==> src/rtl/addsub_sequencer_if.sv <==
// Request/response bundle for addsub_sequencer: two requesters in, one tagged response out.
// master = requester/consumer side, slave = the sequencer.
interface addsub_sequencer_if #(
    parameter int WIDTH = 32
);
    logic [1:0]       req_valid;
    logic [1:0]       req_ready;
    logic [1:0]       req_op;
    logic [WIDTH-1:0] req_x0;
    logic [WIDTH-1:0] req_y0;
    logic [WIDTH-1:0] req_x1;
    logic [WIDTH-1:0] req_y1;
    logic             rsp_valid;
    logic             rsp_ready;
    logic             rsp_id;
    logic [WIDTH-1:0] rsp_f;
    logic             rsp_ovf;
    logic             rsp_zero;

    modport master (
        output req_valid, req_op, req_x0, req_y0, req_x1, req_y1, rsp_ready,
        input  req_ready, rsp_valid, rsp_id, rsp_f, rsp_ovf, rsp_zero
    );

    modport slave (
        input  req_valid, req_op, req_x0, req_y0, req_x1, req_y1, rsp_ready,
        output req_ready, rsp_valid, rsp_id, rsp_f, rsp_ovf, rsp_zero
    );
endinterface

==> src/rtl/addsub_sequencer.sv <==
// Round-robin shared add/sub sequencer around a single ripple adder (WIDTH must be 32).
// Build option: define ADDSUB_SEQ_FASTSUB_EN for single-pass subtraction (x + ~y + 1).
module addsub_sequencer #(
    parameter int WIDTH = 32
) (
    input  logic              clk,
    input  logic              rst,
    addsub_sequencer_if.slave bus_if
);
    localparam logic [1:0] S_IDLE = 2'd0;
`ifndef ADDSUB_SEQ_FASTSUB_EN
    localparam logic [1:0] S_NEG  = 2'd1;
`endif
    localparam logic [1:0] S_ADD  = 2'd2;
    localparam logic [1:0] S_RESP = 2'd3;

    // Control and response state
    logic [1:0]       state_q, state_d;
    logic             ptr_q, ptr_d;
    logic             rsp_id_q, rsp_id_d;
    logic [WIDTH-1:0] f_q, f_d;
    logic             ovf_q, ovf_d;
    logic             zero_q, zero_d;

    // Captured operands
    logic             op_q, op_d;
    logic             id_q, id_d;
    logic [WIDTH-1:0] x_q, x_d;
    logic [WIDTH-1:0] b_q, b_d;
    logic             y_sign_q, y_sign_d;

    logic [1:0]       grant;
    logic             win_id;
    logic             win_op;
    logic [WIDTH-1:0] win_x;
    logic [WIDTH-1:0] win_y;
    logic             handshake;

    logic [WIDTH-1:0] add_a;
    logic [WIDTH-1:0] add_b;
    logic             add_cin;
    logic [WIDTH-1:0] sum;
    logic             sum_ovf;

    function automatic logic [WIDTH-1:0] ripple_add(
        input logic [WIDTH-1:0] a,
        input logic [WIDTH-1:0] b,
        input logic             cin
    );
        logic [WIDTH-1:0] s;
        logic             c;
        c = cin;
        for (int i = 0; i < WIDTH; i++) begin
            s[i] = a[i] ^ b[i] ^ c;
            c    = (a[i] & b[i]) | (c & (a[i] ^ b[i]));
        end
        return s;
    endfunction

    // Grant only in IDLE and never while reset is held, so no handshake can be lost to reset.
    always_comb begin
        grant = 2'b00;
        if (state_q == S_IDLE && !rst) begin
            case (bus_if.req_valid)
                2'b01:   grant = 2'b01;
                2'b10:   grant = 2'b10;
                2'b11:   grant = ptr_q ? 2'b10 : 2'b01;
                default: grant = 2'b00;
            endcase
        end
    end

    assign handshake = |grant;
    assign win_id    = grant[1];
    assign win_op    = bus_if.req_op[win_id];
    assign win_x     = win_id ? bus_if.req_x1 : bus_if.req_x0;
    assign win_y     = win_id ? bus_if.req_y1 : bus_if.req_y0;

    always_comb begin
        add_a   = x_q;
        add_b   = b_q;
        add_cin = 1'b0;
`ifdef ADDSUB_SEQ_FASTSUB_EN
        if (op_q) begin
            add_b   = ~b_q;
            add_cin = 1'b1;
        end
`else
        if (state_q == S_NEG) begin
            add_a = ~b_q;
            add_b = {{(WIDTH-1){1'b0}}, 1'b1};
        end
`endif
    end

    assign sum = ripple_add(add_a, add_b, add_cin);

    // Overflow uses the original sign of y, so negating 0x80000000 (which wraps) is still right.
    assign sum_ovf = op_q
        ? ((x_q[WIDTH-1] != y_sign_q) && (sum[WIDTH-1] != x_q[WIDTH-1]))
        : ((x_q[WIDTH-1] == y_sign_q) && (sum[WIDTH-1] != x_q[WIDTH-1]));

    always_comb begin
        // NOTE: every _d starts as its _q so no path through the case leaves a latch.
        state_d  = state_q;
        ptr_d    = ptr_q;
        rsp_id_d = rsp_id_q;
        f_d      = f_q;
        ovf_d    = ovf_q;
        zero_d   = zero_q;
        op_d     = op_q;
        id_d     = id_q;
        x_d      = x_q;
        b_d      = b_q;
        y_sign_d = y_sign_q;

        case (state_q)
            S_IDLE: begin
                if (handshake) begin
                    op_d     = win_op;
                    id_d     = win_id;
                    x_d      = win_x;
                    b_d      = win_y;
                    y_sign_d = win_y[WIDTH-1];
                    ptr_d    = ~win_id;
`ifdef ADDSUB_SEQ_FASTSUB_EN
                    state_d  = S_ADD;
`else
                    state_d  = win_op ? S_NEG : S_ADD;
`endif
                end
            end
`ifndef ADDSUB_SEQ_FASTSUB_EN
            S_NEG: begin
                b_d     = sum;
                state_d = S_ADD;
            end
`endif
            S_ADD: begin
                f_d      = sum;
                ovf_d    = sum_ovf;
                zero_d   = (sum == '0);
                rsp_id_d = id_q;
                state_d  = S_RESP;
            end
            S_RESP: begin
                if (bus_if.rsp_ready) begin
                    state_d = S_IDLE;
                end
            end
            default: state_d = S_IDLE;
        endcase
    end

    always_ff @(posedge clk) begin
        // NOTE: non-blocking assignments so every register samples pre-edge values.
        if (rst) begin
            state_q  <= S_IDLE;
            ptr_q    <= 1'b0;
            rsp_id_q <= 1'b0;
            f_q      <= '0;
            ovf_q    <= 1'b0;
            zero_q   <= 1'b0;
        end else begin
            state_q  <= state_d;
            ptr_q    <= ptr_d;
            rsp_id_q <= rsp_id_d;
            f_q      <= f_d;
            ovf_q    <= ovf_d;
            zero_q   <= zero_d;
        end
    end

    // NOTE: operand registers are always loaded at the handshake before being read, so they carry no reset.
    always_ff @(posedge clk) begin
        op_q     <= op_d;
        id_q     <= id_d;
        x_q      <= x_d;
        b_q      <= b_d;
        y_sign_q <= y_sign_d;
    end

    assign bus_if.req_ready = grant;
    assign bus_if.rsp_valid = (state_q == S_RESP);
    assign bus_if.rsp_id    = rsp_id_q;
    assign bus_if.rsp_f     = f_q;
    assign bus_if.rsp_ovf   = ovf_q;
    assign bus_if.rsp_zero  = zero_q;
endmodule

==> src/flat_wrapper.sv <==
// flat-port wrapper written by rule: the top's interface ports become plain ports
module addsub_sequencer_flat 
#(
    parameter int WIDTH = 32
)
  (clk, rst, bus_if_req_valid, bus_if_req_op, bus_if_req_x0, bus_if_req_y0, bus_if_req_x1, bus_if_req_y1, bus_if_rsp_ready, bus_if_req_ready, bus_if_rsp_valid, bus_if_rsp_id, bus_if_rsp_f, bus_if_rsp_ovf, bus_if_rsp_zero);
  addsub_sequencer_if #(.WIDTH(WIDTH)) bus_if_i ();
  input  logic clk;
  input  logic rst;
  input wire logic [$bits(bus_if_i.req_valid)-1:0] bus_if_req_valid;
  input wire logic [$bits(bus_if_i.req_op)-1:0] bus_if_req_op;
  input wire logic [$bits(bus_if_i.req_x0)-1:0] bus_if_req_x0;
  input wire logic [$bits(bus_if_i.req_y0)-1:0] bus_if_req_y0;
  input wire logic [$bits(bus_if_i.req_x1)-1:0] bus_if_req_x1;
  input wire logic [$bits(bus_if_i.req_y1)-1:0] bus_if_req_y1;
  input wire logic [$bits(bus_if_i.rsp_ready)-1:0] bus_if_rsp_ready;
  output wire logic [$bits(bus_if_i.req_ready)-1:0] bus_if_req_ready;
  output wire logic [$bits(bus_if_i.rsp_valid)-1:0] bus_if_rsp_valid;
  output wire logic [$bits(bus_if_i.rsp_id)-1:0] bus_if_rsp_id;
  output wire logic [$bits(bus_if_i.rsp_f)-1:0] bus_if_rsp_f;
  output wire logic [$bits(bus_if_i.rsp_ovf)-1:0] bus_if_rsp_ovf;
  output wire logic [$bits(bus_if_i.rsp_zero)-1:0] bus_if_rsp_zero;
  assign bus_if_i.req_valid = bus_if_req_valid;
  assign bus_if_i.req_op = bus_if_req_op;
  assign bus_if_i.req_x0 = bus_if_req_x0;
  assign bus_if_i.req_y0 = bus_if_req_y0;
  assign bus_if_i.req_x1 = bus_if_req_x1;
  assign bus_if_i.req_y1 = bus_if_req_y1;
  assign bus_if_i.rsp_ready = bus_if_rsp_ready;
  assign bus_if_req_ready = bus_if_i.req_ready;
  assign bus_if_rsp_valid = bus_if_i.rsp_valid;
  assign bus_if_rsp_id = bus_if_i.rsp_id;
  assign bus_if_rsp_f = bus_if_i.rsp_f;
  assign bus_if_rsp_ovf = bus_if_i.rsp_ovf;
  assign bus_if_rsp_zero = bus_if_i.rsp_zero;
  addsub_sequencer #(.WIDTH(WIDTH)) u_core (.clk(clk), .rst(rst), .bus_if(bus_if_i));
endmodule
==> config.mk <==
export PLATFORM = sky130hd
export DESIGN_NAME = addsub_sequencer_flat
export DESIGN_NICKNAME = d
export VERILOG_FILES = /design/src/rtl/addsub_sequencer_if.sv /design/src/rtl/addsub_sequencer.sv /design/src/flat_wrapper.sv
export SDC_FILE = /design/constraint.sdc
export NUM_CORES = 1
export LEC_CHECK = 0
export ABC_CLOCK_PERIOD_IN_PS = 23700
export CORE_MARGIN = 10
export CORE_UTILIZATION = 52
export DETAILED_ROUTE_END_ITERATION = 8
export PLACE_DENSITY = 0.83
export SETUP_SLACK_MARGIN = 0.5
export SKIP_CTS_REPAIR_TIMING = 1
export SYNTH_ARGS = -nofsm -noshare
export SYNTH_HDL_FRONTEND = slang
export SYNTH_SLANG_ARGS = --single-unit
==> constraint.sdc <==
create_clock -name clk -period 23.7 [get_ports clk]
set_input_delay 3.555 -clock clk [delete_from_list [all_inputs] [get_ports clk]]
set_output_delay 3.555 -clock clk [all_outputs]
set_load 0.01 [all_outputs]
Word-level counts from Yosys, hierarchy flattened
Index checks and enable logic that the tools add are counted.
{"block": "totals", "latchBits": 0, "mem_bits_rw": 0, "reg_bits": 105, "output_inout_bits": 38, "rom_bits": 0, "n_memories": 0, "in_bits": 135, "wordCells": 206}
{"block": "op_classes", "addsub": 0, "mul": 0, "order_cmp": 1, "n_div": 0, "bitwise_logic": 156, "shifts": 0, "eq_ne": 11, "n_mux": 16, "reduce_logical": 11}
{"op": "32-bit 2-to-1 mux", "n": 5}
{"op": "32-bit case mux with 2 select lines", "n": 1}
{"op": "1-bit XOR", "n": 63}
{"op": "1-bit bitwise AND", "n": 61}
{"op": "32-bit zero test", "n": 1}
{"op": "32-bit NOT", "n": 1}
{"op": "1-bit bitwise OR", "n": 30}
{"op": "2-bit 2-to-1 mux", "n": 5}
{"op": "2-bit equality test (second input constant)", "n": 4}
{"op": "2-bit case mux with 4 select lines", "n": 1}
{"op": "2-bit case mux with 3 select lines", "n": 1}
{"op": "2-bit AND reduction", "n": 3}
{"op": "2-bit by 1-bit equality test with 1-bit output (second input constant)", "n": 2}
{"op": "1-bit logical AND", "n": 3}
{"op": "1-bit 2-to-1 mux", "n": 3}
{"op": "2-bit zero test", "n": 1}
{"op": "1-bit by 2-bit < comparator with 1-bit output (second input constant)", "n": 1}
{"op": "1-bit inequality test", "n": 2}
{"op": "2-bit by 1-bit inequality test with 1-bit output (second input constant)", "n": 1}
{"op": "2-bit inequality test (second input constant)", "n": 1}
{"op": "2-bit nonzero test", "n": 1}
{"op": "2-bit OR reduction", "n": 1}
{"op": "1-bit equality test", "n": 1}
{"op": "1-bit zero test", "n": 1}
{"op": "1-bit NOT", "n": 1}

Longest topological paths before layout
Gate-level depths: netlist of run 1.
{"block": "logic_depth", "ltp_word": 67, "depth_mapped": 47, "mapped_depth_nobuf": 44}

Worst setup path after synthesis of run 1
No wires, ideal clock.
{"block": "synth_timing", "kind": "register to register", "startpoint": "register u_core.state_q[1]", "endpoint": "register u_core.ovf_q, in the netlist u_core.bus_if.rsp_ovf", "setup_time_ps": 78, "stages_incl_launch_ff": 46, "setup_slack_ps": 10824, "period_less_slack_ps": 12876, "path_buffers": 3, "required_time_ps": 23622, "t_arrival_ps": 12798, "cell_sequence": "dfxtp_1 > inv_1 > ha_1 > clkbuf_1 > clkbuf_1 > clkbuf_1 > or2_2 > ha_1 > inv_1 > fa_1 > fa_1 > fa_1 > inv_1 > fa_1 > fa_1 > fa_1 > fa_1 > fa_1 > [10 not listed] > fa_1 > fa_1 > fa_1 > fa_1 > fa_1 > fa_1 > fa_1 > fa_1 > fa_1 > inv_1 > fa_1 > fa_1 > inv_1 > fa_1 > xnor2_1 > nand2_1 > o221a_2 > nor3_1"}
{"block": "synth_via", "elab_chain_len": 67, "elab_cells_between_ends": 131, "classes_between": "eq/ne: 3; mux: 3; bitwise: 123; reduce/logical: 2"}
{"element": "from (decl)", "line_no": "addsub_sequencer.sv:18", "source": "logic [1:0] state_q, state_d;"}
{"element": "from (signal assigned)", "line_no": "addsub_sequencer.sv:165", "source": "state_q <= state_d;"}
{"element": "2-bit by 1-bit equality test with 1-bit output", "line_no": "addsub_sequencer.sv:89", "source": "if (state_q == S_NEG) begin"}
{"element": "32-bit 2-to-1 mux", "line_no": "addsub_sequencer.sv:89"}
{"element": "1-bit bitwise AND / 1-bit XOR (equally long branches)", "line_no": "addsub_sequencer.sv:55", "source": "c = (a[i] & b[i]) | (c & (a[i] ^ b[i]));"}
{"element": "1-bit bitwise AND", "line_no": "addsub_sequencer.sv:55"}
{"element": "1-bit bitwise OR", "line_no": "addsub_sequencer.sv:55"}
{"element": "1-bit bitwise AND", "line_no": "addsub_sequencer.sv:55"}
{"element": "1-bit bitwise OR", "line_no": "addsub_sequencer.sv:55"}
{"element": "1-bit bitwise AND", "line_no": "addsub_sequencer.sv:55"}
{"element": "[51 not listed]"}
{"element": "1-bit bitwise AND", "line_no": "addsub_sequencer.sv:55"}
{"element": "1-bit bitwise OR", "line_no": "addsub_sequencer.sv:55"}
{"element": "1-bit bitwise AND", "line_no": "addsub_sequencer.sv:55"}
{"element": "1-bit bitwise OR", "line_no": "addsub_sequencer.sv:55"}
{"element": "1-bit XOR", "line_no": "addsub_sequencer.sv:54", "source": "s[i] = a[i] ^ b[i] ^ c;"}
{"element": "1-bit inequality test", "line_no": "addsub_sequencer.sv:100, addsub_sequencer.sv:101"}
{"element": "1-bit logical AND (on tied branches)", "line_no": "addsub_sequencer.sv:101, addsub_sequencer.sv:100"}
{"element": "1-bit 2-to-1 mux", "line_no": "addsub_sequencer.sv:100", "source": "? ((x_q[WIDTH-1] != y_sign_q) && (sum[WIDTH-1] != x_q[WIDTH-1]))"}
{"element": "to (signal assigned)", "line_no": "addsub_sequencer.sv:169", "source": "ovf_q <= ovf_d;"}
{"element": "to (decl)", "line_no": "addsub_sequencer.sv:22", "source": "logic ovf_q, ovf_d;"}
Parallel ways exist; a longest one is shown, timed or not.
A chain may end at the register's enable or synchronous reset.

Final worst setup path of run 1
Same ends and word-level chain as after synthesis.

==> results of run 1 <==
logic make-up (layout without fill, tap and decap cells):
logic type / count (synthesis) / count (layout) / synth area share, %
buf+inv: 46 / 201 / 4.30
compound gates: 78 / 78 / 7.54
flops: 105 / 105 / 47.2
xor+xnor: 3 / 3 / 0.447
fa+ha+maj: 36 / 36 / 11.5
mux: 65 / 65 / 11.1
simple gates: 245 / 245 / 17.9
layer usage:
metal  part of all wire (%)  vias up
met2                     49      182
met1                     42     2217
met3                    7.4       17
met5                      0        -
li1                       -     2258
met4                    1.5        0
cells in the final DEF, fill, tap and decap left out, types with 4 or more instances in the layout:
master           netlist  routed
fa_1                  30      30
mux2i_1               64      64
nor2b_1               26      26
nor2_1                41      41
nand2_1              157     157
nand2b_1               5       5
a211oi_1               6       6
a21oi_1                6       6
dfxtp_1               38      38
clkbuf_16              0       9
ha_1                   6       4
o21ai_1               19      19
inv_1                  9       8
nor3_1                 4       4
edfxtp_1              67      67
clkdlybuf4s50_1        0     171
o21ai_0               36      36
nor4_1                 4       4
cells in the mapped netlist (2+ instances only):
cell      number  share of area, %
a211oi_1       6              0.77
a21oi_1        6              0.51
a311oi_1       2              0.30
a31o_2         2              0.30
buf_1          2              0.13
buf_12         3               1.0
buf_2          4              0.34
buf_4          2              0.26
clkbuf_1      23               1.5
dfxtp_1       38                13
edfxtp_1      67                34
fa_1          30                10
ha_1           6               1.3
inv_1          9              0.58
mux2i_1       64                11
nand2_1      157                10
nand2b_1       5              0.53
nand4_1        3              0.32
nor2_1        41               2.6
nor2b_1       26               2.8
nor3_1         4              0.34
nor4_1         4              0.43
o21ai_0       36               3.1
o21ai_1       19               1.6
o21bai_1       2              0.26
xnor2_1        3              0.45
metrics by stage:
stage,cell area (um^2),total power [mW],std cells
4_1_cts,7860,0.940,873
6_report,7860,0.943,873
3_5_place_dp,7590,0.796,857
2_1_floorplan,5870,0.625,578
5_1_grt,7860,1.00,873
3_3_place_gp,7590,0.774,857
state kept, by name, indices dropped and copies added (netlist names):
signal,count
u_core.b_q,32
u_core.op_q,1
u_core.bus_if.rsp_zero,1
u_core.id_q,1
u_core.bus_if.rsp_f,32
u_core.bus_if.rsp_id,1
u_core.bus_if.rsp_ovf,1
u_core.y_sign_q,1
u_core.x_q,32
u_core.ptr_q,1
u_core.state_q,2
report_power, final:
part	leakage (nW)	internal, mW	switching, mW
clock	0.131	0.0718	0.0663
combinational	1.90	0.222	0.288
sequential	0.943	0.267	0.0271
total	2.97	0.561	0.381
area by class of cell:
type	count	area share, %
multi-input cells	427	36.4
flip-flops and latches	105	35.3
repair buffers	175	22.1
clock buffers	10	2.91
well taps	140	2.23
clock inverters	6	0.541
inverters	10	0.477
final timing paths:
path                           end  slack [ps]
max          u_core.bus_if.rsp_ovf        9970
min           u_core.bus_if.rsp_id         490
max reg2reg  u_core.bus_if.rsp_ovf        9970
min reg2reg   u_core.bus_if.rsp_id         490
tightest hold or removal path, delay by kind of cell (launching register included):
| kind | cells | cell delay (ps) |
|---|---|---|
| DFF | 1 | 320 |
| and+or+nand+nor | 1 | 70 |
| muxes | 1 | 60 |
==> results.sh, run 1 <==
export IMPL_fillers=810
export IMPL_worstHoldStart="u_core.id_q"
export IMPL_critical_path_class="flop to flop"
export IMPL_fin_ws_ps=9970
export IMPL_outcome="complete, no violations"
export IMPL_clock_latency_ps=340
export IMPL_relSlewSlack_pct=19.8
export IMPL_multi_input_area_um2=2870
export IMPL_wire_per_inst_um=18.3
export IMPL_power_density_nw_per_um2=120
export IMPL_reg2reg_depth=43
export IMPL_cap_violations=0
export IMPL_critPathLaunch="u_core.state_q[1]"
export IMPL_min_period_over_period_pct=57.9
export IMPL_required_ps=23960
export IMPL_peakVddDrop_v=0.0000623
export IMPL_dpl_hpwl_mm=11.8
export IMPL_critPathArrivalTime_ps=13990
export IMPL_seq_area_frac_synth_pct=47.2
export IMPL_tightest_slew_ps=1200
export IMPL_synth_nets=749
export IMPL_ys_flop_type="edfxtp_1"
export IMPL_gp_congestion=0.888
export IMPL_nets=899
export IMPL_cpPeakStageDelay_ps=420
export IMPL_use_met3_pct=5.33
export IMPL_grt_pass1_wl_mm=25.3
export IMPL_row_count=38
export IMPL_path_depth=43
export IMPL_syn_inst=578
export IMPL_die_area_um2=15900
export IMPL_cts_tree="yes"
export IMPL_synth_cell_types=40
export IMPL_r2r_start="u_core.state_q[1]"
export IMPL_fin_crit_ps=13730
export IMPL_ys_async_sr_fraction_pct=0
export IMPL_ys_ff_latch=105
export IMPL_overflow=0
export IMPL_portBuffers=172
export IMPL_netlist_area_um2=5870
export IMPL_crit_family="adder cells"
export IMPL_fin_util_pct=71.9
export IMPL_setup_viol=0
export IMPL_drt_initial_drc_count=364
export IMPL_first_global_vias=4996
export IMPL_pre_cts_slack_ps=10150
export IMPL_drtPass1Iterations=5
export IMPL_core_area_um2=10900
export IMPL_grt_max_degree=89
export IMPL_clock_path_buffers=2
export IMPL_met1_usage_pct=23.6
export IMPL_drive_above_1_share_pct=4.23
export IMPL_seqCellArea_um2=2770
export IMPL_clock_root_buffer="clkbuf_16"
export IMPL_hold_violations=0
export IMPL_syn_avg_cell_area_um2=10.2
export IMPL_end_kind="flop"
export IMPL_path_clk_slew_ps=70
export IMPL_fp_dieW_um=126
export IMPL_hold_class="flop to flop"
export IMPL_vias=4674
export IMPL_holdPathStages=2
export IMPL_routed_wl_mm=16.0
export IMPL_insertedDiodeCount=0
export IMPL_groute_layer_met2_usage_pct=32.6
export IMPL_p_leak_nw=2.97
export IMPL_cts_sinks=105
export IMPL_vias_per_cell=5.35
export IMPL_fin_setup_tns_ps=0
export IMPL_max_freq_mhz=72.8
export IMPL_ant_nets=0
export IMPL_slew_viol_final=0
export IMPL_hold_ws_ps=489
export IMPL_die_y_um=126
export IMPL_io_pins=173
export IMPL_cp_start_kind="flop"
export IMPL_timing_critical_path_mode_cell="fa_1"
export IMPL_grt_usage_pct=19.4
export IMPL_numCtsBuffers=9
export IMPL_rsz0062_at_grt="no"
export IMPL_start_util_pct=53.7
export IMPL_fin_skew_ps=9.05
export IMPL_h_tree_depth=3
export IMPL_drc=0
export IMPL_critPathBufInv=6
export IMPL_ys_warn_count=0
export IMPL_synth_edff_count=67
export IMPL_antenna_found_initial=0
export IMPL_path_max_fanout=88
export IMPL_area_growth_pct=33.9
export IMPL_busiest_layer="met2"
export IMPL_cpMaxStageDelayCell="fa_1"
(Power assumes the default switching activity.)
==> run 2, diff against run 1 <==
- ABC_CLOCK_PERIOD_IN_PS: 23700 -> 11000
- CORE_UTILIZATION: 52 -> 43
- PLACE_DENSITY: 0.83 -> 0.73
- clock period: 23.7 -> 11 ns (I/O delays scaled with it)
==> run 2 against run 1 <==
The flow now finishes with violations (setup timing). Final cell count grew 5.6%. Non-clock buffer count is 13 higher. Total power rose by 140%. Sequential cell count is the same. Clock power rose by 130%. First-iteration DRC count shrank 15%. Core utilization down 10 points. Global-route usage fell by 1.9 points. Largest cell class unchanged.
==> results.sh, run 2 (synthesis results as in run 1) <==
export IMPL_numCtsBuffers=9
export IMPL_ant_nets=0
export IMPL_insertedDiodeCount=0
export IMPL_place_inst=903
export IMPL_drtPass1Iterations=4
export IMPL_fin_crit_ps=11670
export IMPL_p_leak_nw=3.05
export IMPL_setup_viol=9
export IMPL_routed_wl_mm=16.4
export IMPL_vias_per_cell=5.08
export IMPL_layout_common_cells="clkdlybuf4s50_1 (171), nand2_1 (156), edfxtp_1 (67)"
export IMPL_first_global_vias=5038
export IMPL_critical_path_class="flop to flop"
export IMPL_fin_ws_ps=-671
export IMPL_seqCellArea_um2=2780
export IMPL_fillers=1090
export IMPL_relSlewSlack_pct=33.9
export IMPL_vias=4685
export IMPL_violations="setup timing"
export IMPL_timing_critical_path_mode_cell="fa_2"
export IMPL_tightest_slew_ps=989
export IMPL_max_freq_mhz=85.7
export IMPL_start_util_pct=44.2
export IMPL_wire_per_inst_um=17.8
export IMPL_path_max_fanout=7
export IMPL_hold_violations=0
export IMPL_h_tree_depth=3
export IMPL_drive_above_1_share_pct=12.2
export IMPL_die_y_um=137
export IMPL_critPathArrivalTime_ps=11960
export IMPL_ff2ff_setup_slack_ps=-670
export IMPL_final_common_cell="clkdlybuf4s50_1"
export IMPL_rsz0062_at_grt="yes"
export IMPL_cts_tree="yes"
export IMPL_slew_viol_final=0
export IMPL_min_period_over_period_pct=106
export IMPL_grt_pass1_wl_mm=25.8
export IMPL_cap_violations=0
export IMPL_fp_dieW_um=137
export IMPL_fin_util_pct=61.6
export IMPL_outcome="complete, but fails checks"
export IMPL_nets=912
export IMPL_die_area_um2=18700
export IMPL_drt_initial_drc_count=310
export IMPL_row_count=42
export IMPL_peakVddDrop_v=0.0000998
export IMPL_end_kind="flop"
export IMPL_dpl_hpwl_mm=12.3
export IMPL_path_clk_slew_ps=70
export IMPL_clock_path_buffers=2
export IMPL_cts_sinks=105
export IMPL_fin_skew_ps=7.97
export IMPL_grt_usage_pct=17.5
export IMPL_clock_latency_ps=360
export IMPL_cpMaxStageDelayCell="fa_2"
export IMPL_grt_max_degree=66
export IMPL_core_area_um2=13300
export IMPL_overflow=0
export IMPL_clock_root_buffer="clkbuf_16"
export IMPL_antenna_found_initial=0
export IMPL_multi_input_area_um2=3020
export IMPL_area_growth_pct=39.5
export IMPL_hold_class="flop to flop"
export IMPL_gp_congestion=0.833
export IMPL_power_density_nw_per_um2=273
export IMPL_portBuffers=172
export IMPL_hold_ws_ps=495
export IMPL_io_pins=173
export IMPL_final_cells=922
export IMPL_required_ps=11290
export IMPL_cp_start_kind="flop"
export IMPL_cpPeakStageDelay_ps=370
export IMPL_drc=0
-- run 2: changes by cell type in the layout (fill, tap and decap cells not counted), moves of 2 or more --
| cell | before | now |
|---|---|---|
| dfxtp_1 | 38 | 36 |
| inv_1 | 8 | 3 |
| buf_6 | 0 | 5 |
| inv_2 | 2 | 7 |
| buf_4 | 3 | 11 |
| ha_4 | 0 | 2 |
| fa_2 | 0 | 30 |
| fa_1 | 30 | 0 |
| dfxtp_2 | 0 | 2 |
-- run 2: path summary, 6_finish.rpt --
path	to	from	cells past startpoint
hold reg to reg	u_core.bus_if.rsp_f[31]	u_core.bus_if.rsp_f[31]	2
hold / removal	u_core.bus_if.rsp_f[31]	u_core.bus_if.rsp_f[31]	2
setup reg to reg	u_core.bus_if.rsp_ovf	u_core.state_q[1]	42
setup / recovery	u_core.bus_if.rsp_ovf	u_core.state_q[1]	42
-- run 2: stage by stage --
| step | area (um^2) | TNS [ps] | setup slack [ps] | power, mW |
|---|---|---|---|---|
| floorplan | 6030 | -3240 | -628 | 1.42 |
| global placement | 7830 | -2180 | -464 | 1.80 |
| detailed placement | 7830 | -3050 | -661 | 1.84 |
| CTS | 8110 | -3480 | -725 | 2.16 |
| global route | 8190 | -6750 | -1010 | 2.40 |
| finish | 8190 | -3790 | -671 | 2.24 |
-- run 2: worst max-delay path: cells and delay by family (launching register included) --
kind            cells  cell delay, ps
compound gates      1             250
flops               1             340
xor+xnor            1             200
fa+ha+maj          32           10070
simple gates        3             500
buf+inv             5             230
-- run 2: per-layer routing --
metal,wire [um],share of wire (%),global-route usage [%],up-vias
met5,0,0,0,-
met4,291,1.8,6.44,0
met2,7890,48,29.3,138
met1,7250,44,21.4,2242
met3,1000,6.1,4.29,15
li1,-,-,-,2290
-- run 2: cell type report --
cell class,count,share of cell area (%)
multi-input combinational,427,36.8
sequential,105,33.9
timing repair buffer,188,22.7
tap,176,2.69
clock buffer,10,2.92
clock inverter,6,0.596
inverter,10,0.458
-- run 2: where the power goes --
part           total [mW]  internal, mW  switching [mW]  leakage (nW)
clock network       0.314         0.163           0.151         0.146
logic                1.29         0.622           0.672          1.96
registers           0.631         0.576          0.0557         0.944
total                2.24          1.36           0.879          3.05
